==> config.mk <==
export PLATFORM = sky130hd
export DESIGN_NAME = fifo_rd_stream
export DESIGN_NICKNAME = d
export VERILOG_FILES = /design/src/rtl/fifo_rd_stream.sv
export SDC_FILE = /design/constraint.sdc
export NUM_CORES = 1
export LEC_CHECK = 0
export BUFFER_PORTS_ARGS = -buffer_cell sky130_fd_sc_hd__buf_2
export CAP_MARGIN = 30
export CORE_MARGIN = 2
export CORE_UTILIZATION = 50
export DETAILED_ROUTE_END_ITERATION = 10
export GPL_TIMING_DRIVEN = 0
export PLACE_DENSITY_LB_ADDON = 0.1
export SLEW_MARGIN = 5
export SYNTH_ARGS = -nofsm -noshare
export SYNTH_HDL_FRONTEND = slang
export SYNTH_SLANG_ARGS = --single-unit
==> constraint.sdc <==
create_clock -name rclk -period 3.84 [get_ports rclk]
set_input_delay 0.384 -clock rclk [delete_from_list [all_inputs] [get_ports rclk]]
set_output_delay 0.384 -clock rclk [all_outputs]
set_load 0.02 [all_outputs]
==> src/rtl/fifo_rd_stream.sv <==
// Read-side stream stage for the FIFO memory. Issues reads against a credit
// count and parks the registered read data in a small skid buffer.
module fifo_rd_stream #(
    parameter int DATA_SIZE = 8,
    parameter int BUF_DEPTH = 2
) (
    input  logic                        rclk,
    input  logic                        rrst,
    input  logic                        rempty,
    input  logic [DATA_SIZE-1:0]        rdata,
    output logic                        rd_en,
    output logic                        out_valid,
    input  logic                        out_ready,
    output logic [DATA_SIZE-1:0]        out_data,
    output logic [$clog2(BUF_DEPTH):0]  buf_count,
    output logic                        ovf_err
);
    localparam int            PW       = $clog2(BUF_DEPTH);
    localparam logic [PW+1:0] DEPTH_W  = (PW+2)'(BUF_DEPTH);
    localparam logic [PW:0]   FULL_CNT = (PW+1)'(BUF_DEPTH);

    logic [DATA_SIZE-1:0] mem [BUF_DEPTH];
    logic [PW-1:0]        wr_ptr, rd_ptr;
    logic                 inflight;
    logic                 pop, full, push_ok;
    logic [PW+1:0]        credit;

    assign out_valid = (buf_count != '0);
    assign out_data  = mem[rd_ptr];
    assign pop       = out_valid & out_ready;
    assign full      = (buf_count == FULL_CNT);
    assign push_ok   = inflight & (!full | pop);

    // Count the word still in flight plus the slot freed by this cycle's pop,
    // so a read is only issued when its data is guaranteed a slot.
    assign credit = {1'b0, buf_count} + (PW+2)'(inflight) - (PW+2)'(pop);
    assign rd_en  = !rrst & !rempty & (credit < DEPTH_W);

    always_ff @(posedge rclk or posedge rrst) begin
        if (rrst) begin
            inflight  <= 1'b0;
            wr_ptr    <= '0;
            rd_ptr    <= '0;
            buf_count <= '0;
            ovf_err   <= 1'b0;
            for (int i = 0; i < BUF_DEPTH; i++) mem[i] <= '0;
        end else begin
            inflight <= rd_en;
            if (push_ok) begin
                mem[wr_ptr] <= rdata;
                wr_ptr      <= wr_ptr + PW'(1);
            end
            if (pop) rd_ptr <= rd_ptr + PW'(1);
            if (inflight & full & !pop) ovf_err <= 1'b1;
            buf_count <= buf_count + (PW+1)'(push_ok) - (PW+1)'(pop);
        end
    end
endmodule

Yosys cells after proc, flatten, opt, wreduce, memory -nomap -nowiden
Cells that the tools add are included.
{ "classes": {"muxes": 6, "bitwise": 9, "n_reduce_logical": 6, "addsub": 6, "n_eq_ne": 1, "magnitude_cmp": 4} }
{ "ops": {"columns": ["operator", "count"], "rows": [
  ["2-to-1 mux 8 bit", 4],
  ["bitwise mux 16 bit", 1],
  ["demux 8 bit (select 1 bit)", 1],
  ["bitwise AND 1 bit", 6],
  [">= comparator 2 bit (second input constant)", 2],
  ["zero test 1 bit", 4],
  ["NOT 1 -> 2 bit", 2],
  ["adder 2 x 1 -> 3 bit", 1],
  ["< comparator 3 x 2 -> 1 bit (second input constant)", 1],
  ["subtractor 3 x 1 -> 3 bit", 1],
  ["adder 1 bit (second input constant)", 2],
  ["adder 2 x 1 -> 2 bit", 1],
  ["== test 2 bit (second input constant)", 1],
  ["< comparator 2 x 1 -> 1 bit (second input constant)", 1],
  ["nonzero test 2 bit", 1],
  ["subtractor 2 x 1 -> 2 bit", 1],
  ["logical AND 1 bit", 1],
  ["OR 1 bit", 1]
]} }
{ "word_totals": {"register_bits": 22, "wordCells": 39, "out_inout_bits": 13} }

Depth between registers and ports, before layout
Gate-level depths: netlist of the first run.
{ "logic_depth": {"word_depth": 6, "depth_mapped": 8} }

Least setup slack after synthesis of the first run
No wires, ideal clock.
{ "synth_path": {"path_kind": "flip-flop to output port", "from": "register buf_count[1]", "to": "output rd_en", "stages_incl_launch_ff": 7, "setup_slack_ns": 1.005, "arrival_time_ns": 2.451, "cell_sequence": "dfrtp_1 or2_2 nand2_1 nor2_1 fa_1 xor2_1 nor4b_1"} }
{ "synth_via": {"elab_chain_cells": 5} }
{ "synth_lines": {"columns": ["element", "line", "rtl"], "rows": [
  ["start, declared", "15", "output logic [$clog2(BUF_DEPTH):0] buf_count,"],
  ["start signal, assigned", "55", "buf_count <= buf_count + (PW+1)'(push_ok) - (PW+1)'(pop);"],
  ["nonzero test 2 bit", "28", "assign out_valid = (buf_count != '0);"],
  ["named net out_valid", "12", "output logic out_valid,"],
  ["bitwise AND 1 bit", "30", "assign pop = out_valid & out_ready;"],
  ["subtractor 3 x 1 -> 3 bit", "36", "assign credit = {1'b0, buf_count} + (PW+2)'(inflight) - (PW+2)'(pop);"],
  ["< comparator 3 x 2 -> 1 bit", "37", "assign rd_en = !rrst & !rempty & (credit < DEPTH_W);"],
  ["bitwise AND 1 bit", "37", null],
  ["end, declared", "11", "output logic rd_en,"]
]} }
The timed path passes the listed nets, and every way through them passes these cells.

Final worst setup path of the first run
{ "layout_path": {"from": "register buf_count[1]", "to": "output rd_en"} }
{ "layout_via": {"elab_chain_cells": 5} }
{ "layout_lines": {"columns": ["element", "line"], "rows": [
  ["branches (longest 2 deep; another with adder 2 x 1 -> 3 bit)", null],
  ["subtractor 3 x 1 -> 3 bit *", "36"],
  ["< comparator 3 x 2 -> 1 bit *", "37"],
  ["bitwise AND 1 bit *", "37"]
]} }
Every way passes the cells marked *.

==> results.toml, run 1 <==
[route]
routed_via_density = 5.09
topRoutingLayerUsed = "met4"
routedWlPerCell_um = 13.9
antenna_left = 0
met3WireLength_um = 71
drc = 0
wirelength_met1_um = 859
drtIter0Drc = 2
firstDrtPassIters = 4
drt-total-wl_mm = 1.91
vias = 697
wl_met2_um = 965

[timing]
timing.hold.ws_ns = 0.235
clock_skew_ns = 0.00456
worst_pin_slew_ns = 0.819
fin_crit_ns = 2.79
hold_violations = 0
fmax_mhz = 359
period_share_pct = 72.5
tns_ns = 0
rsz0062_at_grt = "false"
setup_violations = 0
slew_viol_final = 0
slew_headroom_pct = 45.3

[floorplanning]
core_um2 = 1960
die_area_um2 = 2480
die_h_um = 49.8
ioPinCount = 25
die_w_um = 49.8
rows = 16
start_util_pct = 53.4

[clock_network]
post_cts_resized = 0
clkLatencyLatePin_ns = 0.30
cts_max_level = 1
ctsLongestPathBuffers = 2
cts_tree = "built"
cts.sinks = 22
cts_hold_buf = 0
clockRootBuffer = "clkbuf_4"
postCtsSetupRepairBufs = 0
cts_buffers = 3
clkTransAtPathRegs_ns = 0.11

[place]
io_buffers = 24
gp_congestion = 0.679
place_hpwl_mm = 1.41

[min_path]
hold_class = "input port to async pin"

[layout]
nets = 127
fillers = 183
drive_above_1_share_pct = 42.7
area_growth_pct = 16.8
diodes = 0

[logic_synthesis]
ys_types = 24
netlist_area_um2 = 1050
synth-seq-cells = 22
avgSynthCellArea_um2 = 12.6
synth_warnings = 0
ys_seq_area_share_pct = 52.5
syn_nets = 98
synthCells = 83

[power]
cellLeakagePower_nw = 0.610
power.density_nw_per_um2 = 893
ir_drop_uv = 448

[worst_setup_path]
crit_type = "register to primary output"
crit_path_end_kind = "primary output"
worstPathArrival_ns = 2.40
cp_max_fo = 7
crit_required_ns = 3.46
cp-start-kind = "register"

[grt]
antenna_found_initial = 0
grt_first_pass_wirelength_mm = 3.36
track_usage_pct = 18.2
grt_max_degree = 23
grt_overflow = 0
grt_pass1_vias = 728

[job]
maxCapViolations = 0

[outcome]
outcome = "finished clean"
[path summary, 6_finish.rpt]
path	from	to	slack, ns	depth (start not counted)
max	buf_count[1]	rd_en	1.05	7
min	rrst	inflight	0.24	2
max reg2reg	buf_count[1]	inflight	1.85	6
min reg2reg	ovf_err	ovf_err	0.46	1
max in group asynchronous	rrst	mem[5]	3.09	2
min in group rclk	rempty	inflight	0.24	2
[through the flow]
stage               utilization (%)  instance area, µm²  setup WS, ns  total power, mW  cells
floorplan                         -                1050          1.00            0.852     83
global placement               61.3                1200          1.40            0.983    134
detailed placement             61.3                1200          1.37             1.01    134
CTS                            62.4                1220          1.02             1.11    137
global route                   62.4                1220         0.848             1.19    137
finish                         62.4                1220          1.05             1.09    137
[cells in the mapped netlist]
| cell | number | area (µm²) |
|---|---|---|
| dfrtp_1 | 22 | 551 |
| mux2_2 | 10 | 113 |
| nand2_1 | 10 | 37.5 |
| inv_1 | 6 | 22.5 |
| mux2_4 | 5 | 75.1 |
| xnor2_1 | 4 | 35.0 |
| o21ai_0 | 3 | 15.0 |
| o22ai_1 | 3 | 18.8 |
| o2bb2ai_1 | 3 | 26.3 |
| ha_1 | 2 | 25.0 |
| xor2_1 | 2 | 17.5 |
| a21o_1 | 1 | 7.51 |
| buf_1 | 1 | 3.75 |
| buf_2 | 1 | 5.00 |
| buf_6 | 1 | 11.3 |
| fa_1 | 1 | 20.0 |
| nand2b_1 | 1 | 6.26 |
| nand3_4 | 1 | 17.5 |
| nor2_1 | 1 | 3.75 |
| nor2_2 | 1 | 6.26 |
| nor3b_1 | 1 | 7.51 |
| nor4b_1 | 1 | 8.76 |
| or2_2 | 1 | 6.26 |
| or3b_1 | 1 | 8.76 |
[where the power goes]
part           switching [mW]  leakage (nW)  total (mW)  internal, mW
clock                  0.0624        0.0138      0.0990        0.0365
sequential             0.0751         0.266       0.422         0.347
combinational           0.300         0.330       0.572         0.272
total                   0.438         0.610        1.09         0.656
[placed cells by master (no fill, tap or decap), types with 2 or more instances in the layout]
master and count:
o2bb2ai_1 3, dfrtp_1 22, mux2_4 5, o22ai_1 3, ha_1 2, xor2_1 2, nand2_1 10, buf_2 25
mux2_2 10, inv_1 6, o21ai_0 3, xnor2_1 4, clkbuf_4 3
[cells by family (layout without fill, tap and decap cells)]
kind of cell / Yosys count / count (layout) / synth area share (%)
DFF: 22 / 22 / 52.5
and+or+nand+nor: 18 / 18 / 9.79
muxes: 15 / 15 / 17.9
AOI/OAI and AO/OA: 10 / 10 / 6.44
buffers and inverters: 9 / 36 / 4.06
xor gates and xnor gates: 6 / 6 / 5.01
adders and majority gates: 3 / 3 / 4.30
[sequential cells by signal, summed over array words and instances, names as in the netlist]
| name | flops |
|---|---|
| ovf_err | 1 |
| wr_ptr | 1 |
| inflight | 1 |
| rd_ptr | 1 |
| buf_count | 2 |
| mem | 16 |
[worst max-delay path, stage by stage (launching register included)]
cell	delay, ns
dfrtp_1	0.48
or2_2	0.33
nand2_1	0.14
nor2_1	0.08
fa_1	0.40
xor2_1	0.15
nor4b_1	0.30
buf_2	0.23
[layout make-up]
type                    instances  area (µm²)  area share [%]
inverters                       6        22.5            1.84
plain buffers                   3        20.0            1.63
multi-input cells              52         455            37.2
clock buffers                   3        22.5            1.84
well taps                      27        33.8            2.76
flip-flops and latches         22         551            44.9
repair buffers                 24         120            9.81
[routing by layer]
layer	GRT usage (%)	up-vias
met1	23.4	343
met3	3.64	2
li1	-	338
met2	30.9	14
met4	5.56	0
met5	0	-
Note: power is estimated with default switching activity, not from simulation.
==> inputs of run 2 (changes only) <==
--- a/config.mk
+++ b/config.mk
@@ -8,7 +8,7 @@
 export BUFFER_PORTS_ARGS = -buffer_cell sky130_fd_sc_hd__buf_2
 export CAP_MARGIN = 30
 export CORE_MARGIN = 2
-export CORE_UTILIZATION = 50
+export CORE_UTILIZATION = 46
 export DETAILED_ROUTE_END_ITERATION = 10
 export GPL_TIMING_DRIVEN = 0
 export PLACE_DENSITY_LB_ADDON = 0.1
==> constraint.sdc (replaced) <==
create_clock -name rclk -period 2.2 [get_ports rclk]
set_input_delay 0.22 -clock rclk [delete_from_list [all_inputs] [get_ports rclk]]
set_output_delay 0.22 -clock rclk [all_outputs]
set_load 0.02 [all_outputs]
==> run 2 against run 1 <==
Compared with the run above: the flow now finishes with violations (negative setup slack); via count increased by 3.4%; largest cell class unchanged; power increased by 90%; clock skew increased by 0.0045 ns; highest routed layer unchanged; clock power increased by 93%; sequential share of layout area decreased by 3.0 points; flip-flop and latch count unchanged; critical path depth unchanged; critical endpoint unchanged; global-route usage decreased by 1.0 points.
==> results.toml, run 2 (synthesized netlist as in run 1, its figures left out) <==
[outcome]
outcome = "finished, violations left"
violations = "negative setup slack"

[floorplanning]
core_um2 = 2190
die_h_um = 51.7
die_w_um = 51.7
rows = 17
die_area_um2 = 2680
start_util_pct = 47.9
ioPinCount = 25

[grt]
grt_pass1_vias = 693
grt_overflow = 0
antenna_found_initial = 0
grt_max_degree = 23
track_usage_pct = 17.2
grt_first_pass_wirelength_mm = 3.19

[timing]
setup_ws_ns = -0.0630
timing.hold.ws_ns = 0.0797
tns_ns = -0.0630
period_share_pct = 103
slew_viol_final = 0
fmax_mhz = 442
setup_violations = 1
rsz0062_at_grt = "true"
slew_headroom_pct = 45.3
clock_skew_ns = 0.00910
worst_pin_slew_ns = 0.819
hold_violations = 0
fin_crit_ns = 2.26

[route]
drt-total-wl_mm = 1.93
drc = 0
firstDrtPassIters = 4
antenna_left = 0
routed_via_density = 5.01
routedWlPerCell_um = 13.4
drtIter0Drc = 11
vias = 721

[power]
power_frac_comb_pct = 56.2
power_frac_clock_pct = 9.2
cellLeakagePower_nw = 0.647
seqPwrFrac_pct = 34.6
switchingPower_mw = 0.824
p_int_mw = 1.25
ir_drop_uv = 1010
power.density_nw_per_um2 = 1580
swShare_pct = 39.7

[layout]
diodes = 0
largest_register_ffs = 16
fillers = 194
drive_above_1_share_pct = 50.0
area_growth_pct = 25.4
layout_commonest_cell = "buf_2"
largest_register = "mem"
reg_top3 = "mem x16, buf_count x2"
stdcell_area_um2 = 1320
nets = 132
final_cell_mix = "23 x buf_2, 21 x dfrtp_1, 10 x mux2_2"

[clock_network]
cts_max_level = 1
cts_buffers = 3
cts.sinks = 22
clkTransAtPathRegs_ns = 0.12
clkLatencyLatePin_ns = 0.31
cts_tree = "built"
cts_hold_buf = 0
ctsLongestPathBuffers = 2
clockRootBuffer = "clkbuf_4"

[place]
io_buffers = 24
place_hpwl_mm = 1.41
dpl_worst_slack_ns = -0.0120
place_area_um2 = 1220
gp_congestion = 0.697

[worst_setup_path]
startpoint = "buf_count[1]"
crit_path_end_kind = "primary output"
worstPathArrival_ns = 2.04
timing.rr.start = "buf_count[0]"
cp_max_fo = 2
crit_type = "register to primary output"
cp-start-kind = "register"
crit_required_ns = 1.98

[min_path]
hold_class = "input port to async pin"

[job]
maxCapViolations = 0
==> run 2: cell count changes in the layout (fill, tap and decap cells not counted), sizes merged <==
cell and change:
clkbuf +1, buf +5
==> run 2: final cells by class <==
cell class	instances	area, µm²	area share (%)
inverters	6	22.5	1.71
plain buffers	3	26.3	2.00
clock buffers	4	26.3	2.00
flip-flops and latches	22	552	42.0
repair buffers	29	160	12.2
well taps	28	35.0	2.66
multi-input cells	52	493	37.5
==> run 2: power groups by stage <==
| stage | Clock (mW) | Sequential [mW] | Combinational, mW |
|---|---|---|---|
| detailed placement | 0 | 0.754 | 1.05 |
| CTS | 0.193 | 0.721 | 1.18 |
| floorplan | 0 | 0.750 | 0.779 |
| global placement | 0 | 0.741 | 1.02 |
| global route | 0.220 | 0.745 | 1.27 |
| finish | 0.191 | 0.718 | 1.17 |
==> run 2: what timing repair did <==
| item | in CTS | in global routing |
|---|---|---|
| setup endpoints to repair | 1 | 1 |
| gates resized for setup | 8 | 0 |
| buffers inserted | 5 | 0 |
| pin swaps | 6 | 0 |
| gates cloned | 0 | 0 |
==> run 2: worst paths after layout <==
check	end	slack, ns	depth (start not counted)
setup / recovery	rd_en	-0.06	7
hold / removal	mem[3]	0.08	2
setup reg to reg	buf_count[1]	0.26	9
hold reg to reg	ovf_err	0.48	1
max in group asynchronous	buf_count[1]	1.56	2
min in group rclk	mem[1]	0.15	2
==> run 2: critical path, cell delays in order, from the launching register on <==
cell and delay (ns):
dfrtp_2 0.43, or2_4 0.25, nand2_4 0.07, nor2_2 0.04, fa_2 0.35, xor2_2 0.19
nor4b_4 0.23, buf_4 0.18
==> run 2: metal layers <==
layer	share of wire (%)	track usage (%)
met1	45	21.7
met2	50	28.4
met3	4.5	6.03
met4	0.68	3.95
met5	0	0
==> run 2: metrics by stage <==
stage / utilization [%] / total power [mW] / cells
CTS: 60.0 / 2.09 / 144
detailed placement: 55.8 / 1.80 / 135
floorplan: - / 1.53 / 83
global route: 60.0 / 2.23 / 144
finish: 60.0 / 2.08 / 144
global placement: 55.8 / 1.76 / 135
